===== config.mk =====
export PLATFORM = sky130hd
export DESIGN_NAME = uart_tx_fifo_flat
export DESIGN_NICKNAME = d
export VERILOG_FILES = /design/src/rtl/uart_tx_fifo_if.sv /design/src/rtl/uart_tx_fifo.sv /design/src/flat_wrapper.sv
export SDC_FILE = /design/constraint.sdc
export NUM_CORES = 1
export LEC_CHECK = 0
export ABC_AREA = 1
export BUFFER_PORTS_ARGS = -buffer_cell sky130_fd_sc_hd__buf_2
export CAP_MARGIN = 20
export CELL_PAD_IN_SITES_DETAIL_PLACEMENT = 0
export CELL_PAD_IN_SITES_GLOBAL_PLACEMENT = 1
export CORE_MARGIN = 1
export CORE_UTILIZATION = 44
export DETAILED_ROUTE_END_ITERATION = 16
export PLACE_DENSITY = 0.83
export SYNTH_ARGS = -nofsm -noshare
export SYNTH_HDL_FRONTEND = slang
export SYNTH_SLANG_ARGS = --single-unit

===== constraint.sdc =====
create_clock -name i_CLK -period 2.6 [get_ports i_CLK]
set_clock_uncertainty 0.15 [all_clocks]
set_input_delay 0.52 -clock i_CLK [delete_from_list [all_inputs] [get_ports i_CLK]]
set_output_delay 0.52 -clock i_CLK [all_outputs]
set_load 0.005 [all_outputs]

===== src/rtl/uart_tx_fifo_if.sv =====
`default_nettype none
// ============================================================================
// Module      : uart_tx_fifo_if
// Description : Byte write port (valid/ready) into the UART transmit FIFO.
// Revision    : 1.0 - initial release
// ============================================================================
interface uart_tx_fifo_if;
    logic [7:0] i_Data;
    logic       i_Valid;
    logic       o_Ready;

    modport master (output i_Data, output i_Valid, input  o_Ready);
    modport slave  (input  i_Data, input  i_Valid, output o_Ready);
endinterface
`default_nettype wire


===== src/rtl/uart_tx_fifo.sv =====
`default_nettype none
// ============================================================================
// Module      : uart_tx_fifo
// Description : Byte FIFO feeding an 8N1 UART transmitter, LSB first.
// Revision    : 1.0 - initial release
// ============================================================================
module uart_tx_fifo #(
    parameter int CLKS_PER_BIT = 521,
    parameter int FIFO_AW      = 3
) (
    input  wire logic               i_CLK,
    input  wire logic               i_RST,
    uart_tx_fifo_if.slave           wr,
    input  wire logic               i_ClrOvf,
    output logic                    o_TXD,
    output logic                    o_Busy,
    output logic [FIFO_AW:0]        o_Count,
    output logic                    o_Overflow
);

    localparam int           c_DEPTH    = 2 ** FIFO_AW;
    localparam logic [15:0]  c_BAUD_MAX = 16'(CLKS_PER_BIT - 1);

    typedef enum logic [1:0] {
        S_IDLE  = 2'd0,
        S_START = 2'd1,
        S_DATA  = 2'd2,
        S_STOP  = 2'd3
    } state_t;

    logic [7:0]         r_mem [c_DEPTH];
    logic [FIFO_AW-1:0] r_wptr;
    logic [FIFO_AW-1:0] r_rptr;
    logic [FIFO_AW:0]   r_count;
    logic               r_ovf;
    state_t             r_state;
    logic [15:0]        r_baud;
    logic [2:0]         r_bit;
    logic [7:0]         r_shift;
    logic               r_txd;

    state_t             w_state_nxt;
    logic [15:0]        w_baud_nxt;
    logic [2:0]         w_bit_nxt;
    logic [7:0]         w_shift_nxt;
    logic               w_txd_nxt;
    logic               w_pop;
    logic               w_push;
    logic               w_full;
    logic               w_nonempty;
    logic               w_bit_end;

    // Occupancy never exceeds the depth, so the MSB alone marks full.
    assign w_full     = r_count[FIFO_AW];
    assign w_nonempty = (r_count != '0);
    assign w_push     = wr.i_Valid && !w_full;
    assign w_bit_end  = (r_baud == c_BAUD_MAX);

    assign wr.o_Ready = !w_full;
    assign o_TXD      = r_txd;
    assign o_Count    = r_count;
    assign o_Overflow = r_ovf;
    assign o_Busy     = (r_state != S_IDLE) || w_nonempty;

    always_ff @(posedge i_CLK) begin
        if (w_push) begin
            r_mem[r_wptr] <= wr.i_Data;
        end
    end

    always_ff @(posedge i_CLK or negedge i_RST) begin
        if (!i_RST) begin
            r_wptr  <= '0;
            r_rptr  <= '0;
            r_count <= '0;
            r_ovf   <= 1'b0;
        end else begin
            if (w_push) begin
                r_wptr <= r_wptr + FIFO_AW'(1);
            end
            if (w_pop) begin
                r_rptr <= r_rptr + FIFO_AW'(1);
            end
            if (w_push && !w_pop) begin
                r_count <= r_count + (FIFO_AW+1)'(1);
            end else if (w_pop && !w_push) begin
                r_count <= r_count - (FIFO_AW+1)'(1);
            end
            // A new overflow takes priority over a clear at the same edge.
            if (wr.i_Valid && w_full) begin
                r_ovf <= 1'b1;
            end else if (i_ClrOvf) begin
                r_ovf <= 1'b0;
            end
        end
    end

    always_ff @(posedge i_CLK or negedge i_RST) begin
        if (!i_RST) begin
            r_state <= S_IDLE;
            r_baud  <= '0;
            r_bit   <= '0;
            r_shift <= '0;
            r_txd   <= 1'b1;
        end else begin
            r_state <= w_state_nxt;
            r_baud  <= w_baud_nxt;
            r_bit   <= w_bit_nxt;
            r_shift <= w_shift_nxt;
            r_txd   <= w_txd_nxt;
        end
    end

    always_comb begin
        w_state_nxt = r_state;
        w_baud_nxt  = (r_state == S_IDLE || w_bit_end) ? '0 : r_baud + 16'd1;
        w_bit_nxt   = r_bit;
        w_shift_nxt = r_shift;
        w_pop       = 1'b0;

        case (r_state)
            S_IDLE: begin
                if (w_nonempty) begin
                    w_pop       = 1'b1;
                    w_shift_nxt = r_mem[r_rptr];
                    w_state_nxt = S_START;
                end
            end
            S_START: begin
                if (w_bit_end) begin
                    w_state_nxt = S_DATA;
                    w_bit_nxt   = '0;
                end
            end
            S_DATA: begin
                if (w_bit_end) begin
                    w_shift_nxt = {1'b0, r_shift[7:1]};
                    if (r_bit == 3'd7) begin
                        w_state_nxt = S_STOP;
                    end else begin
                        w_bit_nxt = r_bit + 3'd1;
                    end
                end
            end
            S_STOP: begin
                // Chain straight into the next start bit when more data waits.
                if (w_bit_end) begin
                    if (w_nonempty) begin
                        w_pop       = 1'b1;
                        w_shift_nxt = r_mem[r_rptr];
                        w_state_nxt = S_START;
                    end else begin
                        w_state_nxt = S_IDLE;
                    end
                end
            end
            default: w_state_nxt = S_IDLE;
        endcase

        case (w_state_nxt)
            S_START: w_txd_nxt = 1'b0;
            S_DATA:  w_txd_nxt = w_shift_nxt[0];
            default: w_txd_nxt = 1'b1;
        endcase
    end

endmodule
`default_nettype wire


===== src/flat_wrapper.sv =====
// flat-port wrapper written by rule: the top's interface ports become plain ports
module uart_tx_fifo_flat 
#(
    parameter int CLKS_PER_BIT = 521,
    parameter int FIFO_AW      = 3
)
  (i_CLK, i_RST, i_ClrOvf, o_TXD, o_Busy, o_Count, o_Overflow, wr_i_Data, wr_i_Valid, wr_o_Ready);
  uart_tx_fifo_if wr_i ();
  input  wire logic i_CLK;
  input  wire logic i_RST;
  input  wire logic i_ClrOvf;
  output logic o_TXD;
  output logic o_Busy;
  output logic [FIFO_AW:0] o_Count;
  output logic o_Overflow;
  input wire logic [$bits(wr_i.i_Data)-1:0] wr_i_Data;
  input wire logic [$bits(wr_i.i_Valid)-1:0] wr_i_Valid;
  output wire logic [$bits(wr_i.o_Ready)-1:0] wr_o_Ready;
  assign wr_i.i_Data = wr_i_Data;
  assign wr_i.i_Valid = wr_i_Valid;
  assign wr_o_Ready = wr_i.o_Ready;
  uart_tx_fifo #(.CLKS_PER_BIT(CLKS_PER_BIT), .FIFO_AW(FIFO_AW)) u_core (.i_CLK(i_CLK), .i_RST(i_RST), .wr(wr_i), .i_ClrOvf(i_ClrOvf), .o_TXD(o_TXD), .o_Busy(o_Busy), .o_Count(o_Count), .o_Overflow(o_Overflow));
endmodule

Yosys cells after proc, flatten, opt, wreduce, memory -nomap -nowiden:

Memories as Yosys holds them, arrays and structs flattened.
Cells that the tools add are included.

* reduce and logical (&&, ||, !) cells: 18
* add/subtract/negate cells: 6
* multiplexer cells: 26
* eq/ne operators: 11

Operators with widths (number)
* 8-bit 2-to-1 mux: 3
* 8-bit one-hot mux with 3 select lines: 1
* 16-bit by 1-bit adder with 16-bit output (second input constant): 1
* 16-bit by 10-bit == test with 1-bit output (second input constant): 1
* 16-bit 2-to-1 mux: 1
* 2-bit 2-to-1 mux: 5
* 3-bit by 1-bit adder with 3-bit output (second input constant): 3
* 3-bit 2-to-1 mux: 3
* 4-bit 2-to-1 mux: 2
* 2-bit one-hot mux with 4 select lines: 1
* 2-bit nonzero test: 4
* 1-bit 2-to-1 mux: 7
* 2-bit == test (second input constant): 3
* 2-bit by 1-bit != test with 1-bit output (second input constant): 3
* 3-bit one-hot mux with 2 select lines: 1
* 4-bit by 1-bit adder with 4-bit output (second input constant): 1
* 2-bit by 1-bit == test with 1-bit output (second input constant): 2
* 1-bit logical AND: 4
* 1-bit one-hot mux with 2 select lines: 2
* 4-bit AND reduction: 1
* 4-bit nonzero test: 1
* 4-bit by 1-bit subtractor with 4-bit output (second input constant): 1
* 3-bit == test (second input constant): 1
* 1-bit zero test: 3
* 5 further kinds: 6

* flip-flop bits (word level): 41
* bits in writable memories: 64
* output and inout port bits: 8
* input bits: 12
* memories kept: 1
* logic and storage cells: 72

Memory list
* u_core.r_mem: words 8, width 8, read ports 1, clocked after Yosys merged registers in 0, wr ports 1, RTL line uart_tx_fifo.sv:31 `logic [7:0] r_mem [c_DEPTH];`

Depth between registers and ports, before layout:

* depth after elaboration: 7
* mapped depth: 16
* mapped depth without buffers: 16

Worst setup path after synthesis:

Ideal clock, no wire load.

* path kind: register -> register
* from: reg u_core.r_baud[0]
* to: reg u_core.r_count[3] (netlist: u_core.o_Count[3])
* data required time: 2.324 ns
* cell stages (with the launch flop): 17
* library setup time: 0.126 ns
* data arrival time: 2.434 ns
* period minus slack after synthesis: 2.710 ns
* buffers on the path: 0
* slack: -0.110 ns
* cells stage by stage: dfrtp_1 inv_1 ha_1 nand3_1 nor2_2 nand2_4 o21ai_4 nand2_2 ha_1 inv_1 ha_1 a21o_1 a21oi_1 nand2_1 nand2_1 nor2_1 xor2_1

* cells in the longest elaborated chain, start to end: 6
* elaborated cells on any way between the ends: 8
* those cells by class: eq/ne (1); mux (3); reduce/logical (4)

Ends and longest elaborated chain
* start, declared: RTL line uart_tx_fifo.sv:37 `logic [15:0] r_baud;`
* start signal, assigned: RTL line uart_tx_fifo.sv:107 `r_baud <= w_baud_nxt;`
* 16-bit by 10-bit == test with 1-bit output (*): RTL line uart_tx_fifo.sv:57 `assign w_bit_end = (r_baud == c_BAUD_MAX);`
* 1-bit 2-to-1 mux (*): RTL line uart_tx_fifo.sv:147 `if (w_bit_end) begin`
* 1-bit one-hot mux with 2 select lines (*): RTL line uart_tx_fifo.sv:121 `case (r_state)`
* 1-bit zero test: RTL line uart_tx_fifo.sv:84 `if (w_push && !w_pop) begin`
* 1-bit logical AND: RTL line uart_tx_fifo.sv:84
* 4-bit 2-to-1 mux or 2-bit nonzero test (tied branches)
* end signal, assigned: RTL line uart_tx_fifo.sv:85 `r_count <= r_count + (FIFO_AW+1)'(1);`
* end signal, assigned: RTL line uart_tx_fifo.sv:87 `r_count <= r_count - (FIFO_AW+1)'(1);`
* end, declared: RTL line uart_tx_fifo.sv:34 `logic [FIFO_AW:0] r_count;`

Every way passes the cells marked *; elsewhere a longest branch is shown, timed or not.
A chain may end at the register's enable or synchronous reset.

Final worst setup path:

Same ends and word-level chain as after synthesis.

==> flow_metrics.env <==
export IMPL_vias=3631
export IMPL_nFillCells=958
export IMPL_crit_chain="inv_2 -> ha_4 -> nand3_2 -> nor2_4 -> nand2_4 -> o21ai_4 -> nand2_4 -> ha_4 -> inv_4 -> ha_1 -> a21o_1 -> a21oi_2 -> nand2_1 -> nand2_1 -> nor2_1 -> xor2_1"
export IMPL_io_buffers=19
export IMPL_period_share_pct=94.2
export IMPL_dp_hpwl_um=7100
export IMPL_required_ns=2.68
export IMPL_grt_pass1_wl_um=17600
export IMPL_area_sequential_um2=2950
export IMPL_synth_cell_types=41
export IMPL_slew_headroom_pct=60.9
export IMPL_drt_first_iter_violations=238
export IMPL_critPathMaxStageDelay_ns=0.39
export IMPL_yosysWarnings=0
export IMPL_die_area_um2=11800
export IMPL_ioPinCount=20
export IMPL_finalSetupTns_ns=0
export IMPL_drive_above_1_share_pct=20.1
export IMPL_clkTransAtPathRegs_ns=0.07
export IMPL_period_minus_slack_ns=2.45
export IMPL_syn_num_nets=537
export IMPL_synth_area_um2=5020
export IMPL_postRouteAntennaNets=0
export IMPL_avgSynthCellArea_um2=9.87
export IMPL_wl_um=10400
export IMPL_grt_pass1_vias=3545
export IMPL_rows=38
export IMPL_pre_cts_ws_ns=0.0324
export IMPL_start_kind="flop"
export IMPL_area_growth_pct=16.6
export IMPL_layout_setup_ws_ns=0.152
export IMPL_fin_nets=590
export IMPL_crit_fanout=3
export IMPL_p_leak_nw=2.61
export IMPL_ys_flop_type="edfxtp_1"
export IMPL_worstPathArrival_ns=2.53
export IMPL_fmax_mhz=408
export IMPL_drc=0
export IMPL_max_slew_worst_pin_slew_ns=0.585
export IMPL_antenna_found_initial=0
export IMPL_critPathKind="flop to flop"
export IMPL_dr_pass1_iters=4
export IMPL_cts_buffers=9
export IMPL_die_h_um=109
export IMPL_grt_ovfl_total=0
export IMPL_peakVddDrop_uv=827
export IMPL_numClockSinks=105
export IMPL_multi_input_area_um2=1920
export IMPL_avgViaCountPerCell=5.14
export IMPL_gp_congestion=0.780
export IMPL_wl_per_cell_um=14.8
export IMPL_core_area_um2=11000
export IMPL_grt_start_max_net_pins=34
export IMPL_cap_violations=0
export IMPL_crit_buf_inv=2
export IMPL_critPathCaptureType="flop"
export IMPL_insertedDiodeCount=0
export IMPL_ys_ff_latch=105
export IMPL_hold_ws_ns=0.211
export IMPL_clk_path_buf_depth=2
export IMPL_crit_family="adder cells"
export IMPL_setup_viol=0
export IMPL_htree_num_levels=3
export IMPL_clock_latency_ns=0.35
export IMPL_crit_slowest_cell="dfrtp_1"
export IMPL_slew_violations=0
export IMPL_instances_no_fill=707
export IMPL_grtUsageTotal_pct=19.8
export IMPL_clockRootBuffer="clkbuf_16"
export IMPL_die_width_um=109
export IMPL_min_path_type="primary input to flop"
export IMPL_dp_cells=685
export IMPL_start_util_pct=45.7
export IMPL_p_per_area_nw_per_um2=1060
export IMPL_async_reset_ff_share_pct=39.0
export IMPL_seq_area_frac_synth_pct=58.7
export IMPL_outcome="finished clean"
export IMPL_hold_viol_final=0
export IMPL_synth_edf_count=64
export IMPL_synthCells=509
export IMPL_tritoncts="done"
registers in the layout, summed over array words and instances (netlist names):
name,flops
u_core.r_mem,64
u_core.r_baud,16
u_core.r_shift,8
u_core.o_Count,4
u_core.r_bit,3
u_core.r_rptr,3
u_core.r_wptr,3
u_core.r_state,2
u_core.o_Overflow,1
u_core.o_TXD,1
placed cells by master, fill, tap and decap left out, types with 9 or more instances in the layout:
master / synthesis / final
dfrtp_1: 40 / 40
edfxtp_1: 64 / 64
a21oi_1: 15 / 14
ha_1: 15 / 13
nand2_1: 139 / 139
nand3_1: 57 / 56
buf_4: 0 / 34
nor2_1: 47 / 45
inv_1: 35 / 31
buf_2: 8 / 19
o21ai_0: 14 / 14
clkbuf_16: 0 / 9
per-layer routing:
layer	track usage, %	share of wire (%)	vias up
met3	2.57	3.8	11
met5	0	0	-
met4	7.05	1.3	0
met1	26.3	45	1735
li1	-	-	1819
met2	33.4	50	66
cells in the mapped netlist (2+ instances only):
master	instances	area share [%]
inv_2	4	0.30
o21ai_1	4	0.40
nand4_1	2	0.25
nand2_2	4	0.50
inv_1	35	2.6
or2_2	2	0.25
o22ai_1	2	0.25
xor2_1	5	0.87
nor2_1	47	3.5
ha_1	15	3.7
edfxtp_1	64	38
o211ai_1	7	1.0
nor3_1	4	0.40
xnor2_1	2	0.35
a21oi_1	15	1.5
o21ai_0	14	1.4
clkbuf_1	3	0.22
nand3_2	2	0.40
buf_2	8	0.80
dfrtp_1	40	20
nor2_4	3	0.67
nand3_1	57	5.7
nand2_4	5	1.1
nor3_2	3	0.60
o21ai_2	2	0.35
nand2_1	139	10
a32o_1	2	0.40
nor2_2	6	0.75
cell type report:
class	count	share of cell area (%)
flip-flops and latches	105	50.3
inverters	40	2.61
repair buffers	54	6.15
multi-input cells	352	32.7
clock inverters	7	1.35
well taps	140	2.99
clock buffers	9	3.84
worst paths after layout:
kind / from / end / slack [ns] / depth (start not counted)
min reg2reg: u_core.r_shift[3]$_DFFE_PN0P_ / u_core.r_shift[3]$_DFFE_PN0P_ / 0.36 / 2
max reg2reg: u_core.r_baud[0]$_DFF_PN0_ / u_core.o_Count[3]$_DFFE_PN0P_ / 0.15 / 16
max in group asynchronous: i_RST / u_core.o_TXD$_DFF_PN1_ / 1.23 / 3
min: i_ClrOvf / u_core.o_Overflow$_DFFE_PN0P_ / 0.21 / 2
min in group asynchronous: i_RST / u_core.r_baud[9]$_DFF_PN0_ / 0.46 / 2
max: u_core.r_baud[0]$_DFF_PN0_ / u_core.o_Count[3]$_DFFE_PN0P_ / 0.15 / 16
kinds of logic (layout without fill, tap and decap cells):
group / count (synthesis) / after routing / synth area share [%]
flip-flops: 105 / 105 / 58.7
adder cells (fa/ha/maj): 16 / 16 / 4.13
AO/OA/AOI/OAI: 51 / 51 / 6.28
XOR/XNOR: 7 / 7 / 1.22
multiplexers: 1 / 1 / 0.199
AND/OR/NAND/NOR: 277 / 277 / 25.4
buffers and inverters: 52 / 110 / 4.11
report_power, final:
part           internal [mW]  switching [mW]  leakage [nW]  total, mW
Sequential              2.07           0.198          1.11       2.27
Clock                  0.685           0.663         0.148       1.35
Combinational          0.957            1.61          1.35       2.57
Total                   3.71            2.47          2.61       6.18
stage by stage:
stage | util (%) | power [mW] | cell area (µm²)
floorplan | - | 4.03 | 5030
global placement | 49.7 | 4.71 | 5460
detailed placement | 49.7 | 4.79 | 5460
CTS | 52.6 | 6.14 | 5780
global route | 53.3 | 6.67 | 5860
finish | 53.3 | 6.18 | 5860
timing repair:
action / in CTS / in global routing
buffers inserted: 0 / 5
setup endpoints to repair: 0 / 1
gates resized for setup: 0 / 9
hold endpoints to repair: 13 / 0
hold buffers: 1 / 0
(Power assumes the default switching activity.)
